$ cat config.mk
export PLATFORM = sky130hd
export DESIGN_NAME = seq_unsigned_divider
export DESIGN_NICKNAME = d
export VERILOG_FILES = /design/src/rtl/seq_unsigned_divider.sv
export SDC_FILE = /design/constraint.sdc
export NUM_CORES = 1
export LEC_CHECK = 0
export CAP_MARGIN = 20
export CORE_AREA = 3 3 90 92
export DETAILED_ROUTE_END_ITERATION = 7
export DIE_AREA = 0 0 93 95
export GPL_ROUTABILITY_DRIVEN = 1
export PLACE_DENSITY_LB_ADDON = 0.2
export SLEW_MARGIN = 15
export SYNTH_ARGS = -nofsm -noshare
export SYNTH_HDL_FRONTEND = slang
export SYNTH_SLANG_ARGS = --single-unit
export TNS_END_PERCENT = 50
$ cat constraint.sdc
create_clock -name clk -period 2.55 [get_ports clk]
set_input_delay 0.255 -clock clk [delete_from_list [all_inputs] [get_ports clk]]
set_output_delay 0.255 -clock clk [all_outputs]
set_load 0.02 [all_outputs]
$ cat src/rtl/seq_unsigned_divider.sv
// Sequential restoring unsigned divider: one quotient bit per clock behind a
// start/busy/done handshake; divide-by-zero finishes in a single cycle.
module seq_unsigned_divider #(
    parameter int WIDTH = 8
) (
    input  logic             clk,
    input  logic             rst,
    input  logic             start,
    input  logic [WIDTH-1:0] dividend,
    input  logic [WIDTH-1:0] divisor,
    output logic             busy,
    output logic             done,
    output logic [WIDTH-1:0] quotient,
    output logic [WIDTH-1:0] remainder,
    output logic             div_by_zero
);
    localparam int CW = $clog2(WIDTH + 1);

    typedef enum logic [1:0] {S_IDLE, S_RUN, S_DONE} state_t;

    state_t           state_q, state_d;
    logic [WIDTH-1:0] a_q, a_d;
    logic [WIDTH-1:0] q_q, q_d;
    logic [WIDTH-1:0] d_q, d_d;
    logic [WIDTH-1:0] quot_q, quot_d;
    logic [WIDTH-1:0] rem_q, rem_d;
    logic [CW-1:0]    cnt_q, cnt_d;
    logic             dbz_q, dbz_d;

    // The restored partial remainder is always < D, so it fits WIDTH bits; only
    // the shifted value needs the extra bit, which keeps all-ones/1 overflow-free.
    logic [WIDTH:0]   a_sh;
    logic [WIDTH-1:0] diff;
    logic             ge;

    assign a_sh = {a_q, q_q[WIDTH-1]};
    assign ge   = (a_sh >= {1'b0, d_q});
    assign diff = a_sh[WIDTH-1:0] - d_q;

    always_comb begin
        state_d = state_q;
        a_d     = a_q;
        q_d     = q_q;
        d_d     = d_q;
        quot_d  = quot_q;
        rem_d   = rem_q;
        cnt_d   = cnt_q;
        dbz_d   = dbz_q;
        case (state_q)
            S_IDLE, S_DONE: begin
                if (state_q == S_DONE) state_d = S_IDLE;
                if (start) begin
                    if (divisor != '0) begin
                        state_d = S_RUN;
                        a_d     = '0;
                        q_d     = dividend;
                        d_d     = divisor;
                        cnt_d   = CW'(WIDTH);
                    end else begin
                        state_d = S_DONE;
                        quot_d  = '1;
                        rem_d   = dividend;
                        dbz_d   = 1'b1;
                    end
                end
            end
            S_RUN: begin
                a_d   = ge ? diff : a_sh[WIDTH-1:0];
                q_d   = {q_q[WIDTH-2:0], ge};
                cnt_d = cnt_q - 1'b1;
                if (cnt_q == CW'(1)) begin
                    state_d = S_DONE;
                    quot_d  = q_d;
                    rem_d   = a_d;
                    dbz_d   = 1'b0;
                end
            end
            default: state_d = S_IDLE;
        endcase
    end

    always_ff @(posedge clk or posedge rst) begin
        if (rst) begin
            state_q <= S_IDLE;
            a_q     <= '0;
            q_q     <= '0;
            d_q     <= '0;
            quot_q  <= '0;
            rem_q   <= '0;
            cnt_q   <= '0;
            dbz_q   <= 1'b0;
        end else begin
            state_q <= state_d;
            a_q     <= a_d;
            q_q     <= q_d;
            d_q     <= d_d;
            quot_q  <= quot_d;
            rem_q   <= rem_d;
            cnt_q   <= cnt_d;
            dbz_q   <= dbz_d;
        end
    end

    assign busy        = (state_q == S_RUN);
    assign done        = (state_q == S_DONE);
    assign quotient    = quot_q;
    assign remainder   = rem_q;
    assign div_by_zero = dbz_q;
endmodule
* Yosys cells after proc, flatten, opt, wreduce, memory -nomap -nowiden *
Index checks and enable logic that the tools add are counted.

storage, ports and cells
  register bits = 47
  input bits = 19
  output and inout bits = 19
  word-level logic and storage cells = 54

cells by class
  add/sub/neg operators = 2
  order comparisons = 1
  equal/unequal tests = 8
  muxes and demuxes = 27
  reductions and logical operators = 8

operator list
  kind                                                                 number
  8-bit 2-to-1 mux                                                     11
  8-bit one-hot mux with 2 select lines                                4
  9-bit by 8-bit >= comparator with 1-bit output                       1
  2-bit 2-to-1 mux                                                     4
  4-bit 2-to-1 mux                                                     2
  4-bit one-hot mux with 2 select lines                                1
  8-bit nonzero test                                                   1
  8-bit subtractor                                                     1
  2-bit != test (second input constant)                                3
  3-bit AND reduction                                                  2
  4-bit by 1-bit == test with 1-bit output (second input constant)     1
  2-bit one-hot mux with 2 select lines                                1
  4-bit AND reduction                                                  1
  4-bit by 1-bit subtractor with 4-bit output (second input constant)  1
  1-bit 2-to-1 mux                                                     3
  3-bit != test (second input constant)                                1
  2-bit by 1-bit == test with 1-bit output (second input constant)     1
  2-bit == test (second input constant)                                1
  2-bit zero test                                                      1
  2-bit by 1-bit != test with 1-bit output (second input constant)     1
  1-bit one-hot mux with 2 select lines                                1
  2-bit AND reduction                                                  1
  2-bit nonzero test                                                   1
  2-bit OR reduction                                                   1

* Depth between registers and ports, before layout *
Gate-level depths: netlist (run 1).

  word-level depth = 4
  gate-level depth with buffers = 9
  mapped depth without buffers = 9

* Worst setup path after synthesis (run 1) *
No wires, ideal clock.

  path type = register to register
  start = register a_q[2]
  end = register a_q[7]
  library setup time = 96 ps
  arrival = 1989 ps
  required time = 2454 ps
  slack = 466 ps
  cell stages (with the launch flop) = 8
  path buffers = 0
  period minus slack after synthesis = 2084 ps
  cells stage by stage = dfrtp_1 -> ha_1 -> a21o_1 -> a21oi_2 -> o21ai_2 -> a31oi_1 -> mux2_2 -> o32ai_2

on the way
  cells in the longest elaborated chain, start to end = 3
  elaborated cells on any way between the ends = 4
  classes of those cells = 1 x add/sub; 1 x order compare; 2 x mux

RTL lines
  element                                                                             line    RTL
  from (decl)                                                                         22      logic [WIDTH-1:0] a_q, a_d;
  from (signal assigned)                                                              85      a_q <= '0;
  from (signal assigned)                                                              94      a_q <= a_d;
  8-bit subtractor or 9-bit by 8-bit >= comparator with 1-bit output (tied branches)  38, 37
  8-bit 2-to-1 mux *                                                                  68      a_d = ge ? diff : a_sh[WIDTH-1:0];
  8-bit one-hot mux with 2 select lines *                                             49      case (state_q)

Mark *: on every way between the ends. The rest lies on a longest branch, timed or not.
A chain may end at the register's enable or synchronous reset.

* Worst setup path after layout (run 1) *
  start = register a_q[5]
  end = register rem_q[0] (netlist: remainder[0])

on the way
  cells in the longest elaborated chain, start to end = 4

RTL lines
  element                                         line  RTL
  9-bit by 8-bit >= comparator with 1-bit output  37    assign ge = (a_sh >= {1'b0, d_q});
  8-bit 2-to-1 mux                                68
  8-bit 2-to-1 mux                                71    if (cnt_q == CW'(1)) begin
  8-bit one-hot mux with 2 select lines           49
  to (signal assigned)                            98    rem_q <= rem_d;
  to (decl)                                       26    logic [WIDTH-1:0] rem_q, rem_d;

Every way passes these cells. The select of a mux whose other input is x is not followed.

==> flow_metrics.tcl, run 1 <==
set metrics [dict create \
    path_buf_inv 1 \
    tightest_slew_ns 0.514 \
    synth_top_area_share_pct 46.4 \
    cp-end-kind "register" \
    viasPerCell 4.91 \
    syn-num-nets 286 \
    met3_length_um 185 \
    grt_pass1_vias 2007 \
    cts_sinks 47 \
    fin_nets 326 \
    overflow 0 \
    arrival_ns 2.44 \
    met1_length_mm 2.86 \
    synth_cells 256 \
    areaGrowthSynthToFinish_pct 23.8 \
    port_buffers 37 \
    setup_viol 0 \
    layout_common_cells "47 x dfrtp_1, 37 x clkdlybuf4s50_1, 32 x nand2_1, 25 x nor2_1, 16 x a21oi_1" \
    hp-class "in2async" \
    die_area_um2 8840 \
    cts_hold_buf 0 \
    crit_type "reg2reg" \
    final_util_pct 43.0 \
    io_pins 38 \
    cts_buffers 5 \
    track_usage_pct 14.9 \
    fin_ws_ns 0.327 \
    min_period_ns 2.22 \
    antenna_found_initial 0 \
    worstPathCellList "ha_1 -> nand3_1 -> nor3_2 -> nand3b_1 -> a41oi_2 -> buf_4 -> or3_1 -> a31oi_1" \
    outcome "completed" \
    top_layer_used "met4" \
    layout_commonest_cell "dfrtp_1" \
    dp_hpwl_mm 4.61 \
    num-fill-cells 762 \
    synth_area_um2 2530 \
    post-place-ws_ns 0.212 \
    drv_slew 0 \
    setup_tns_ns 0 \
    slowest_stage "dfrtp_1" \
    diodes 0 \
    ir_drop_mv 0.464 \
    synthTopCellsByArea "dfrtp_1 46%, mux2i_1 5.5%, ha_1 4.9%" \
    vias 1944 \
    clockBufferDepth 2 \
    p_total_mw 4.63 \
    cts_tree "yes" \
    synth-seq-cells 47 \
    synth_cell_types 53 \
    initial_core_util_pct 34.7 \
    hold_viol 0 \
    synth_edf_count 0 \
    drive_gt1_share_pct 11.4 \
    drt-initial-drc-count 74 \
    gp_congestion 0.823 \
    rsz0062_at_grt "no" \
    slew_headroom_pct 65.7 \
    wirelength_mm 6.16 \
    fin_skew_ns 0.0104 \
    fmax_mhz 450 \
    worstPathRequired_ns 2.77 \
    yosys.area.top_type "dfrtp_1" \
    crit_family "simple AND/OR/NAND/NOR gates" \
    worst_path_largest_cell_delay_ns 0.43 \
    dr.pass1.iters 4 \
    power.leakage_nw 1.36 \
    seq_area_frac_synth_pct 46.4 \
    cts_resized 0 \
    maxCapViolations 0 \
    syn_area_per_cell_um2 9.90 \
    core_area_um2 7290 \
    p_per_area_nw_per_um2 1480 \
    synth-main-ff-cell "dfrtp_1" \
    die_w_um 93 \
    ys_warn_count 0 \
    fin_crit_sh_pct 87.2 \
    cts-htree-levels 2 \
    drcViolationCount 0 \
    clk_latency_ns 0.30 \
    post_cts_buffers 0 \
    drtAntennaViolNets 0 \
    wl_per_cell_um 15.5 \
    dr_wl_met2_mm 3.04 \
    chipHeight_um 95 \
    rows 31 \
    cts_root_buffer "clkbuf_8" \
    grt_pass1_wl_mm 10.1 \
    start_kind "register" \
    async_reset_ff_share_pct 100 \
    grt_max_degree 27 \
    clkTransAtPathRegs_ns 0.10 \
    critical_path_peak_fanout 13 \
]
==> power by group <==
part / switching (mW) / total (mW) / internal [mW]
combinational: 1.51 / 2.72 / 1.21
sequential: 0.240 / 1.35 / 1.11
clock: 0.263 / 0.555 / 0.292
==> through the flow <==
| step | instance area, um^2 | hold WS, ns | cells |
|---|---|---|---|
| final | 3140 | 0.292 | 396 |
| after detailed placement | 3020 | 0.485 | 388 |
| after CTS | 3140 | 0.317 | 396 |
| after global routing | 3140 | 0.344 | 396 |
| after global placement | 3020 | 0.472 | 388 |
| after floorplan | 2530 | 0.377 | 256 |
==> synthesized netlist by cell type (3+ instances only) <==
cell / instances
nand2_1: 32
nand3_1: 4
nor2b_1: 3
a22oi_1: 4
mux2i_1: 14
a21o_1: 4
dfrtp_1: 47
clkbuf_1: 5
o22ai_1: 6
a21oi_1: 16
a31oi_1: 4
nor3_1: 3
or3_1: 3
o21ai_1: 14
nand2b_1: 4
inv_1: 14
nor2_1: 25
o21ai_0: 4
buf_6: 3
ha_1: 10
==> path summary, 6_finish.rpt <==
kind	cells after the start	startpoint	slack, ns	endpoint
setup / recovery	8	a_q[5]$_DFFE_PP0P_	0.33	remainder[0]$_DFFE_PP0P_
hold / removal	2	rst	0.29	quotient[3]$_DFFE_PP0P_
setup reg to reg	8	a_q[5]$_DFFE_PP0P_	0.33	remainder[0]$_DFFE_PP0P_
hold reg to reg	1	cnt_q[3]$_DFFE_PP0P_	0.49	cnt_q[3]$_DFFE_PP0P_
max in group asynchronous	3	rst	1.74	d_q[5]$_DFFE_PP0P_
min in group clk	1	cnt_q[3]$_DFFE_PP0P_	0.49	cnt_q[3]$_DFFE_PP0P_
==> flip-flops by register name, indices dropped and copies added, names as in the netlist <==
name / cells
q_q: 8
d_q: 8
div_by_zero: 1
state_q: 2
remainder: 8
a_q: 8
cnt_q: 4
quotient: 8
==> final cells by class <==
class                           instances  area, um^2  area share [%]
Inverter                               16        72.6            2.31
Sequential cell                        47        1180            37.5
Clock inverter                          3        43.8            1.40
Timing Repair Buffer                   44         435            13.9
Multi-Input combinational cell        182        1220            38.8
Tap cell                               99         124            3.95
Clock buffer                            5        68.8            2.19
==> metal layers <==
layer  GRT usage (%)  up-vias
met2            25.4       20
met4            4.40        0
met5               0        -
met1            18.8      943
met3            3.51        6
li1                -      975
==> logic make-up after synthesis <==
group,after synthesis,share of synthesized area (%)
AO/OA/AOI/OAI,66,17.6
XOR/XNOR,3,1.04
adder cells (fa/ha/maj),11,5.73
buffers and inverters,27,5.58
flip-flops,47,46.4
multiplexers,16,6.42
AND/OR/NAND/NOR,86,17.2
Note: power is estimated with default switching activity, not from simulation.
==> run 2: changes to the inputs <==
SETUP_SLACK_MARGIN = 0.15   (was default)
==> run 2 against run 1 <==
Compared with the run above:
- utilization hardly changed
- combinational power hardly changed
- critical path depth is 1 lower
- fmax is 0.26% higher
- die area stayed put
- critical path type unchanged
==> flow_metrics.tcl, run 2 (synthesis gave the netlist of run 1 again) <==
set metrics [dict create \
    die_w_um 93 \
    core_area_um2 7290 \
    gr-usage-met3_pct 3.51 \
    setup_tns_ns 0 \
    die_area_um2 8840 \
    arrival_ns 2.43 \
    combPwrFrac_pct 58.7 \
    drcViolationCount 0 \
    p_seq_share_pct 29.2 \
    grt_pass1_wl_mm 10.1 \
    ir_drop_mv 0.460 \
    cts_sinks 47 \
    areaGrowthSynthToFinish_pct 23.9 \
    initial_core_util_pct 34.7 \
    worst_path_largest_cell_delay_ns 0.41 \
    layout_commonest_cell "dfrtp_1" \
    hp-class "in2async" \
    drtAntennaViolNets 0 \
    slew_headroom_pct 65.6 \
    rows 31 \
    io_pins 38 \
    reg2reg_from "a_q[2]$_DFFE_PP0P_" \
    num-fill-cells 764 \
    port_buffers 37 \
    grt.met1_usage_pct 18.8 \
    fin_crit_sh_pct 86.9 \
    antenna_found_initial 0 \
    grt_pass1_vias 2007 \
    worstPathCellList "ha_1 -> a21o_1 -> a21oi_2 -> o21ai_2 -> a31oi_1 -> mux2_2 -> o32ai_2" \
    drv_slew 0 \
    cp-end-kind "register" \
    path_buf_inv 0 \
    p_sw_share_pct 43.4 \
    dp_hpwl_mm 4.61 \
    layout_common_cells "47 x dfrtp_1, 37 x clkdlybuf4s50_1, 32 x nand2_1, 25 x nor2_1, 16 x a21oi_1" \
    overflow 0 \
    crit_start "a_q[2]$_DFFE_PP0P_" \
    critical_path_peak_fanout 5 \
    maxCapViolations 0 \
    slowest_stage "dfrtp_1" \
    hold-worst-slack_ns 0.293 \
    gp_congestion 0.823 \
    start_kind "register" \
    crit_type "reg2reg" \
    diodes 0 \
    p_switching_mw 2.01 \
    hold_viol 0 \
    power.leakage_nw 1.36 \
    post_cts_buffers 0 \
    clockBufferDepth 2 \
    tightest_slew_ns 0.516 \
    crit_family "compound AO/OA/AOI/OAI gates" \
    fin_nets 326 \
    min_period_ns 2.22 \
    track_usage_pct 14.9 \
    clockPowerShare_pct 12.0 \
    fin_skew_ns 0.0102 \
    vias 1962 \
    wirelength_mm 6.15 \
    design_area_um2 3140 \
    cts_root_buffer "clkbuf_8" \
    grt_max_degree 27 \
    fmax_mhz 451 \
    drt-initial-drc-count 69 \
    cts_tree "yes" \
    use_met2_pct 25.4 \
    setup_viol 0 \
    viasPerCell 4.95 \
    dr.pass1.iters 4 \
    rsz0062_at_grt "no" \
    chipHeight_um 95 \
    cts_buffers 5 \
    worstPathRequired_ns 2.76 \
    outcome "completed" \
    grt.busiest_layer "met2" \
    dpl_cell_area_um2 3020 \
    p_int_mw 2.62 \
    wl_per_cell_um 15.5 \
    cts-htree-levels 2 \
    drive_gt1_share_pct 11.8 \
    p_per_area_nw_per_um2 1470 \
    clk_latency_ns 0.30 \
    clkTransAtPathRegs_ns 0.10 \
]
==> run 2: worst paths after layout <==
path	to	slack (ns)	cells past startpoint
worst max-delay path	a_q[7]$_DFFE_PP0P_	0.33	7
worst min-delay path	quotient[3]$_DFFE_PP0P_	0.29	2
worst max register to register	a_q[7]$_DFFE_PP0P_	0.33	7
worst min register to register	cnt_q[3]$_DFFE_PP0P_	0.49	1
max in group asynchronous	d_q[5]$_DFFE_PP0P_	1.73	3
min in group clk	cnt_q[3]$_DFFE_PP0P_	0.49	1
==> run 2: routing by layer <==
metal  part of all wire [%]  routed length, um  vias to the layer above
li1                       -                  -                      976
met1                     45               2790                      951
met2                     50               3070                       29
met3                    3.6                221                        6
met4                    1.0                 64                        0
met5                      0                  0                        -
==> run 2: area by class of cell <==
| class | count | area [um^2] | area share (%) |
|---|---|---|---|
| Clock buffer | 5 | 68.8 | 2.19 |
| Clock inverter | 3 | 43.8 | 1.39 |
| Inverter | 16 | 72.6 | 2.31 |
| Multi-Input combinational cell | 182 | 1220 | 38.8 |
| Sequential cell | 47 | 1180 | 37.5 |
| Tap cell | 99 | 124 | 3.95 |
| Timing Repair Buffer | 44 | 435 | 13.9 |
==> run 2: worst reg2reg max path: stages, from the launching register on <==
cell and delay, ns:
dfrtp_1 0.41, ha_1 0.36, a21o_1 0.21, a21oi_2 0.14, o21ai_2 0.09, a31oi_1 0.29, mux2_2 0.40, o32ai_2 0.23
==> run 2: stage by stage <==
step	std cells	total power [mW]	worst slack [ns]	util, %
after floorplan	256	3.33	0.466	-
after global placement	388	4.06	0.230	41.5
after detailed placement	388	4.10	0.212	41.5
after CTS	396	4.67	0.332	43.0
after global routing	396	5.04	0.173	43.1
final	396	4.63	0.333	43.1
==> run 2: repair_timing <==
action | in CTS | in global routing
hold endpoints to repair | 0 | 0
hold buffers | 0 | 0
resized for setup | 0 | 1
endpoints found under the setup margin | 0 | 1
==> run 2: power by group through the flow <==
stage | Combinational [mW] | Sequential (mW) | Clock [mW]
finish | 2.72 | 1.35 | 0.557
global route | 3.03 | 1.40 | 0.609
CTS | 2.73 | 1.36 | 0.572
detailed placement | 2.73 | 1.37 | 0
global placement | 2.70 | 1.37 | 0
floorplan | 1.87 | 1.47 | 0
